## config.mk

```make
export PLATFORM = sky130hd
export DESIGN_NAME = dout_capture_fifo_flat
export DESIGN_NICKNAME = d
export VERILOG_FILES = /design/src/rtl/dout_capture_fifo_if.sv /design/src/rtl/dout_capture_fifo.sv /design/src/flat_wrapper.sv
export SDC_FILE = /design/constraint.sdc
export NUM_CORES = 1
export LEC_CHECK = 0
export ABC_AREA = 1
export CAP_MARGIN = 20
export CELL_PAD_IN_SITES_DETAIL_PLACEMENT = 1
export CELL_PAD_IN_SITES_GLOBAL_PLACEMENT = 2
export CORE_MARGIN = 4
export CORE_UTILIZATION = 36
export DETAILED_ROUTE_END_ITERATION = 7
export PLACE_DENSITY_LB_ADDON = 0.1
export REMOVE_ABC_BUFFERS = 1
export SYNTH_ARGS = -nofsm -noshare
export SYNTH_HDL_FRONTEND = slang
export SYNTH_SLANG_ARGS = --single-unit
```

## constraint.sdc

```tcl
create_clock -name clk -period 2.4 [get_ports clk]
set_clock_uncertainty 0.2 [all_clocks]
set_input_delay 0.48 -clock clk [delete_from_list [all_inputs] [get_ports clk]]
set_output_delay 0.48 -clock clk [all_outputs]
set_load 0.005 [all_outputs]
```

## src/rtl/dout_capture_fifo_if.sv

```systemverilog
// Capture/drain bundle between the serial-output capture FIFO and the scenario side.
// master drives capture and pop requests; slave (the FIFO) returns words and status.
interface dout_capture_fifo_if #(
    parameter int WIDTH = 8,
    parameter int DEPTH = 16,
    parameter int CW    = 16
);
    localparam int LW = $clog2(DEPTH) + 1;

    logic             cap_en;
    logic             din;
    logic             flush;
    logic             rd_req;
    logic             rd_valid;
    logic [WIDTH-1:0] rd_data;
    logic [LW-1:0]    level;
    logic             busy;
    logic             ovf;
    logic [CW-1:0]    drop_cnt;

    modport master (
        output cap_en, din, flush, rd_req,
        input  rd_valid, rd_data, level, busy, ovf, drop_cnt
    );

    modport slave (
        input  cap_en, din, flush, rd_req,
        output rd_valid, rd_data, level, busy, ovf, drop_cnt
    );
endinterface

```

## src/rtl/dout_capture_fifo.sv

```systemverilog
// Packs a 1-bit serial stream LSB-first into WIDTH-bit words and buffers them in a
// DEPTH-entry FIFO drained by a request/valid pop; overflowing words are counted.
module dout_capture_fifo #(
    parameter int id    = 1,
    parameter int WIDTH = 8,
    parameter int DEPTH = 16,
    parameter int CW    = 16
) (
    input  logic               clk,
    input  logic               rst,
    dout_capture_fifo_if.slave bus
);
    localparam int BW = $clog2(WIDTH);
    localparam int AW = $clog2(DEPTH);
    localparam int LW = AW + 1;
    localparam logic [BW-1:0] LAST_BIT = BW'(WIDTH - 1);
    localparam logic [LW-1:0] FULL_LVL = LW'(DEPTH);

    // id only labels instances in debug output of the scenario harness
    if (id < 0) begin : g_id_label
    end

    typedef enum logic {
        S_IDLE,
        S_FILL
    } state_t;

    state_t            state_q, state_d;
    logic [BW-1:0]     bit_cnt_q, bit_cnt_d;
    logic [WIDTH-1:0]  shift_q, shift_d;
    logic [WIDTH-1:0]  word_w;
    logic              push_req;

    logic [WIDTH-1:0]  mem_q [DEPTH];
    logic [AW-1:0]     wr_ptr_q, rd_ptr_q;
    logic [LW-1:0]     level_q;
    logic              rd_valid_q;
    logic [WIDTH-1:0]  rd_data_q;
    logic              ovf_q;
    logic [CW-1:0]     drop_cnt_q;

    logic              full_w, empty_w, pop_w, push_ok_w, drop_w;

    function automatic logic [CW-1:0] sat_inc(input logic [CW-1:0] v);
        return (&v) ? v : v + CW'(1);
    endfunction

    always_comb begin
        state_d   = state_q;
        bit_cnt_d = bit_cnt_q;
        shift_d   = shift_q;
        push_req  = 1'b0;
        word_w    = shift_q;
        word_w[bit_cnt_q] = bus.din;
        if (bus.flush) begin
            state_d   = S_IDLE;
            bit_cnt_d = '0;
            shift_d   = '0;
        end else if (bus.cap_en) begin
            if (bit_cnt_q == LAST_BIT) begin
                // Final bit: word_w already carries this cycle's din
                push_req  = 1'b1;
                state_d   = S_IDLE;
                bit_cnt_d = '0;
                shift_d   = '0;
            end else begin
                state_d   = S_FILL;
                bit_cnt_d = bit_cnt_q + BW'(1);
                shift_d   = word_w;
            end
        end
    end

    always_ff @(posedge clk or negedge rst) begin
        if (!rst) begin
            state_q   <= S_IDLE;
            bit_cnt_q <= '0;
            shift_q   <= '0;
        end else begin
            state_q   <= state_d;
            bit_cnt_q <= bit_cnt_d;
            shift_q   <= shift_d;
        end
    end

    assign full_w    = (level_q == FULL_LVL);
    assign empty_w   = (level_q == '0);
    assign pop_w     = bus.rd_req && !empty_w && !bus.flush;
    // A pop on the same edge frees the slot the full-FIFO push needs
    assign push_ok_w = push_req && (!full_w || pop_w);
    assign drop_w    = push_req && full_w && !pop_w;

    always_ff @(posedge clk) begin
        if (push_ok_w) begin
            mem_q[wr_ptr_q] <= word_w;
        end
    end

    always_ff @(posedge clk or negedge rst) begin
        if (!rst) begin
            wr_ptr_q   <= '0;
            rd_ptr_q   <= '0;
            level_q    <= '0;
            rd_valid_q <= 1'b0;
            rd_data_q  <= '0;
            ovf_q      <= 1'b0;
            drop_cnt_q <= '0;
        end else if (bus.flush) begin
            wr_ptr_q   <= '0;
            rd_ptr_q   <= '0;
            level_q    <= '0;
            rd_valid_q <= 1'b0;
            ovf_q      <= 1'b0;
            drop_cnt_q <= '0;
        end else begin
            rd_valid_q <= pop_w;
            if (push_ok_w) begin
                wr_ptr_q <= wr_ptr_q + AW'(1);
            end
            if (pop_w) begin
                rd_ptr_q  <= rd_ptr_q + AW'(1);
                rd_data_q <= mem_q[rd_ptr_q];
            end
            case ({push_ok_w, pop_w})
                2'b10:   level_q <= level_q + LW'(1);
                2'b01:   level_q <= level_q - LW'(1);
                default: level_q <= level_q;
            endcase
            if (drop_w) begin
                ovf_q      <= 1'b1;
                drop_cnt_q <= sat_inc(drop_cnt_q);
            end
        end
    end

    assign bus.busy     = (bit_cnt_q != '0);
    assign bus.level    = level_q;
    assign bus.rd_valid = rd_valid_q;
    assign bus.rd_data  = rd_data_q;
    assign bus.ovf      = ovf_q;
    assign bus.drop_cnt = drop_cnt_q;
endmodule

```

## src/flat_wrapper.sv

```systemverilog
// flat-port wrapper written by rule: the top's interface ports become plain ports
module dout_capture_fifo_flat 
#(
    parameter int id    = 1,
    parameter int WIDTH = 8,
    parameter int DEPTH = 16,
    parameter int CW    = 16
)
  (clk, rst, bus_cap_en, bus_din, bus_flush, bus_rd_req, bus_rd_valid, bus_rd_data, bus_level, bus_busy, bus_ovf, bus_drop_cnt);
  dout_capture_fifo_if #(.WIDTH(WIDTH), .DEPTH(DEPTH), .CW(CW)) bus_i ();
  input  logic clk;
  input  logic rst;
  input wire logic [$bits(bus_i.cap_en)-1:0] bus_cap_en;
  input wire logic [$bits(bus_i.din)-1:0] bus_din;
  input wire logic [$bits(bus_i.flush)-1:0] bus_flush;
  input wire logic [$bits(bus_i.rd_req)-1:0] bus_rd_req;
  output wire logic [$bits(bus_i.rd_valid)-1:0] bus_rd_valid;
  output wire logic [$bits(bus_i.rd_data)-1:0] bus_rd_data;
  output wire logic [$bits(bus_i.level)-1:0] bus_level;
  output wire logic [$bits(bus_i.busy)-1:0] bus_busy;
  output wire logic [$bits(bus_i.ovf)-1:0] bus_ovf;
  output wire logic [$bits(bus_i.drop_cnt)-1:0] bus_drop_cnt;
  assign bus_i.cap_en = bus_cap_en;
  assign bus_i.din = bus_din;
  assign bus_i.flush = bus_flush;
  assign bus_i.rd_req = bus_rd_req;
  assign bus_rd_valid = bus_i.rd_valid;
  assign bus_rd_data = bus_i.rd_data;
  assign bus_level = bus_i.level;
  assign bus_busy = bus_i.busy;
  assign bus_ovf = bus_i.ovf;
  assign bus_drop_cnt = bus_i.drop_cnt;
  dout_capture_fifo #(.id(id), .WIDTH(WIDTH), .DEPTH(DEPTH), .CW(CW)) u_core (.clk(clk), .rst(rst), .bus(bus_i));
endmodule
```

==> metrics.txt <==
CTS Buffer Depth=2; final setup vio count=2; Post-synth ARST share=between 20% and 30%; Setup WS post-layout=-0.0276 ns; Row Count=53; Unique masters post-synth=30; Max Cap Violations=0; static leakage=between 3 and 4 nW; initial antenna violation count=0; crit share post-route=101%; CP startpoint kind=register; H-Tree Depth=4; largest net degree at the start of global routing=67; net switching power=0.00266 W; via density per instance=5.12; YS warnings=0; Final GP Congestion=~0.8; Pint=0.00570 W; fmax=between 0.4 and 0.5 GHz; crit end category=register; total clock sinks=178; Period minus WS final=around 2.4 ns; Comb power frac=between 20% and 30%; Tightest Pin Transition=roughly 0.6 ns; width of the die=156 um; CP max FO=5; Power Density=~860 mW/mm^2; Sequential Power Share=42.3%; min-delay src=u_core.bus.ovf$_DFFE_PN0P_; failing checks=negative setup slack; root buf cell=clkbuf_16; critical path type=register to register; Post-DRT Antenna Nets=0; Syn Area/Cell=around 10 um^2; dpl hpwl=15,500 um; Worst-Skew Late Latency=between 0.4 and 0.5 ns; die height=about 160 um; IO Count=38; wire per inst=around 20 um; vias in the first global route=around 6,300; Netlist Area Pre-Place=0.00792 mm^2; nets@finish=between 800 and 900; Worst EP arrival=2.58 ns; Gate Count Post-Synth=approximately 780; Sw Share=31.8%; first-pass GRT wire length=roughly 36,000 um; Top FF cell, synth=edfxtp_1; CP required=2.56 ns; Post-Route WL=22,900 um; # diodes=0; Layout area overhead=23.2%; Worst setup startpoint=u_core.bit_cnt_q[1]$_DFFE_PN0P_; RR Startpoint=u_core.bit_cnt_q[1]$_DFFE_PN0P_; die area=~0.024 mm^2; VDD IR max=slightly below 500 uV; router iterations before antenna repair=4; unrepaired setup endpoints after global routing=true; grt ovf=0; final design utilization=about 46%; IO Port Bufs=37; CTS clk-pin slew, worst paths=0.07 ns; Seq/Total Area, Yosys=~64%; DRC=0; Fin. Hold Viols=0; Initial Util=~37%; Vias=5,920; Final Max Tran Viols=0; fill count=2,395; DR iter-0 viols=404; Rel. slew slack=approximately three fifths; core box area=between 0.02 and 0.025 mm^2; clock network fraction of total power=about 32%; Reg2Reg Depth=12; GRT Total Usage=19.3%; HP Class=register to register; number of CTS-inserted buffers=17; layout cells sized above 1=roughly 15%; CTS tree=yes; PnR Total Power=~0.0084 W; status=finished, violations left; Post-synth EDFFs=128; hold path depth=2; post-place setup slack=-0.379 ns; #FFs+latches synth=about 180
flip-flops by register name, indices dropped and copies added (netlist names):
name                 flops
u_core.bus.rd_data       8
u_core.bit_cnt_q         3
u_core.rd_ptr_q          4
u_core.bus.ovf           1
u_core.bus.level         5
u_core.bus.drop_cnt     16
u_core.shift_q           8
u_core.bus.rd_valid      1
u_core.wr_ptr_q          4
u_core.mem_q           128
power groups by stage:
| stage | clock, W | combinational (W) | sequential [W] |
|---|---|---|---|
| 3_5_place_dp | 0 | 0.00200 | 0.00359 |
| 5_1_grt | 0.00291 | 0.00239 | 0.00355 |
| 6_report | 0.00271 | 0.00212 | 0.00354 |
| 2_1_floorplan | 0 | 0.000950 | 0.00369 |
| 4_1_cts | 0.00276 | 0.00204 | 0.00353 |
| 3_3_place_gp | 0 | 0.00195 | 0.00359 |
per-stage QoR:
step	hold WS (ns)	cell area [um^2]	instances	setup TNS, ns
2_1_floorplan	-0.0156	7770	746	-11.06
3_3_place_gp	0.265	9010	1119	-34.81
3_5_place_dp	0.270	9010	1119	-41.23
4_1_cts	0.288	9660	1154	-0.0317
5_1_grt	0.324	9760	1157	-0.475
6_report	0.288	9760	1157	-0.0510
cells in the final DEF, fill, tap and decap left out, types with 11 or more instances in the layout:
cell / Yosys / layout
nor2_1: 166 / 165
nand2_1: 133 / 129
edfxtp_1: 128 / 128
nand3_1: 84 / 81
o21ai_0: 80 / 73
buf_4: 0 / 57
dfrtp_1: 50 / 49
clkdlybuf4s50_1: 0 / 35
inv_1: 27 / 23
clkbuf_16: 0 / 18
o21ai_1: 4 / 11
logic make-up after synthesis:
logic type	Yosys count	synth area share (%)
simple gates	409	22.0
flops	178	64.3
compound gates	101	6.81
buf+inv	66	3.52
fa+ha+maj	13	2.15
xor+xnor	11	1.22
synthesized netlist by cell type (all sizes together) (6+ instances only):
master	count	share of area, %
nand4	6	0.47
inv	29	1.4
xor2	10	1.1
nand2	133	6.3
clkbuf	14	0.66
ha	12	1.9
edfxtp	128	49
o21ai	84	5.3
dfrtp	50	16
nand3	85	5.4
a32o	6	0.76
nand3b	10	0.95
buf	18	1.2
nor2	170	8.3
a21oi	8	0.51
layout make-up:
type,count,area (um^2),area share (%)
Clock inverter,13,120,1.23
Clock buffer,19,454,4.66
Tap cell,275,344,3.53
Multi-Input combinational cell,534,2660,27.2
Inverter,34,128,1.31
Timing Repair Buffer,104,956,9.80
Sequential cell,178,5100,52.2
per-layer routing:
layer  part of all wire (%)  up-vias  GRT usage (%)  wire length [um]
li1                       -     2846              -                 -
met1                     49     2953           28.1             11100
met2                     46       99           30.2             10600
met3                    3.4       22           3.01               782
met4                    1.7        0           5.66               386
met5                      0        -              0                 0
worst max-delay path, stage by stage (launching register included):
cell	delay [ns]
dfrtp_1	0.40
ha_2	0.21
ha_4	0.19
nand3_4	0.09
nand4_1	0.21
inv_2	0.21
ha_4	0.24
a21oi_2	0.16
nand2_2	0.09
nand2_1	0.07
nor3b_2	0.15
nand2_1	0.07
o21ai_1	0.08
final timing paths:
| kind | to | slack, ns |
|---|---|---|
| max in group asynchronous | u_core.rd_ptr_q[0]$_DFFE_PN0P_ | 1.06 |
| max reg2reg | u_core.bus.level[3]$_DFFE_PN0P_ | -0.03 |
| max | u_core.bus.level[3]$_DFFE_PN0P_ | -0.03 |
| min | u_core.bus.ovf$_DFFE_PN0P_ | 0.29 |
| min in group asynchronous | u_core.bus.drop_cnt[1]$_DFFE_PN0P_ | 0.36 |
| min reg2reg | u_core.bus.ovf$_DFFE_PN0P_ | 0.29 |
what timing repair did:
action,CTS,global route
hold buffers,1,0
hold endpoints to repair,19,0
buffers inserted,2,3
endpoints found under the setup margin,100,131
gates resized for setup,13,17
pin swaps,1,8
No activity file was read; power rests on OpenSTA's default activity.
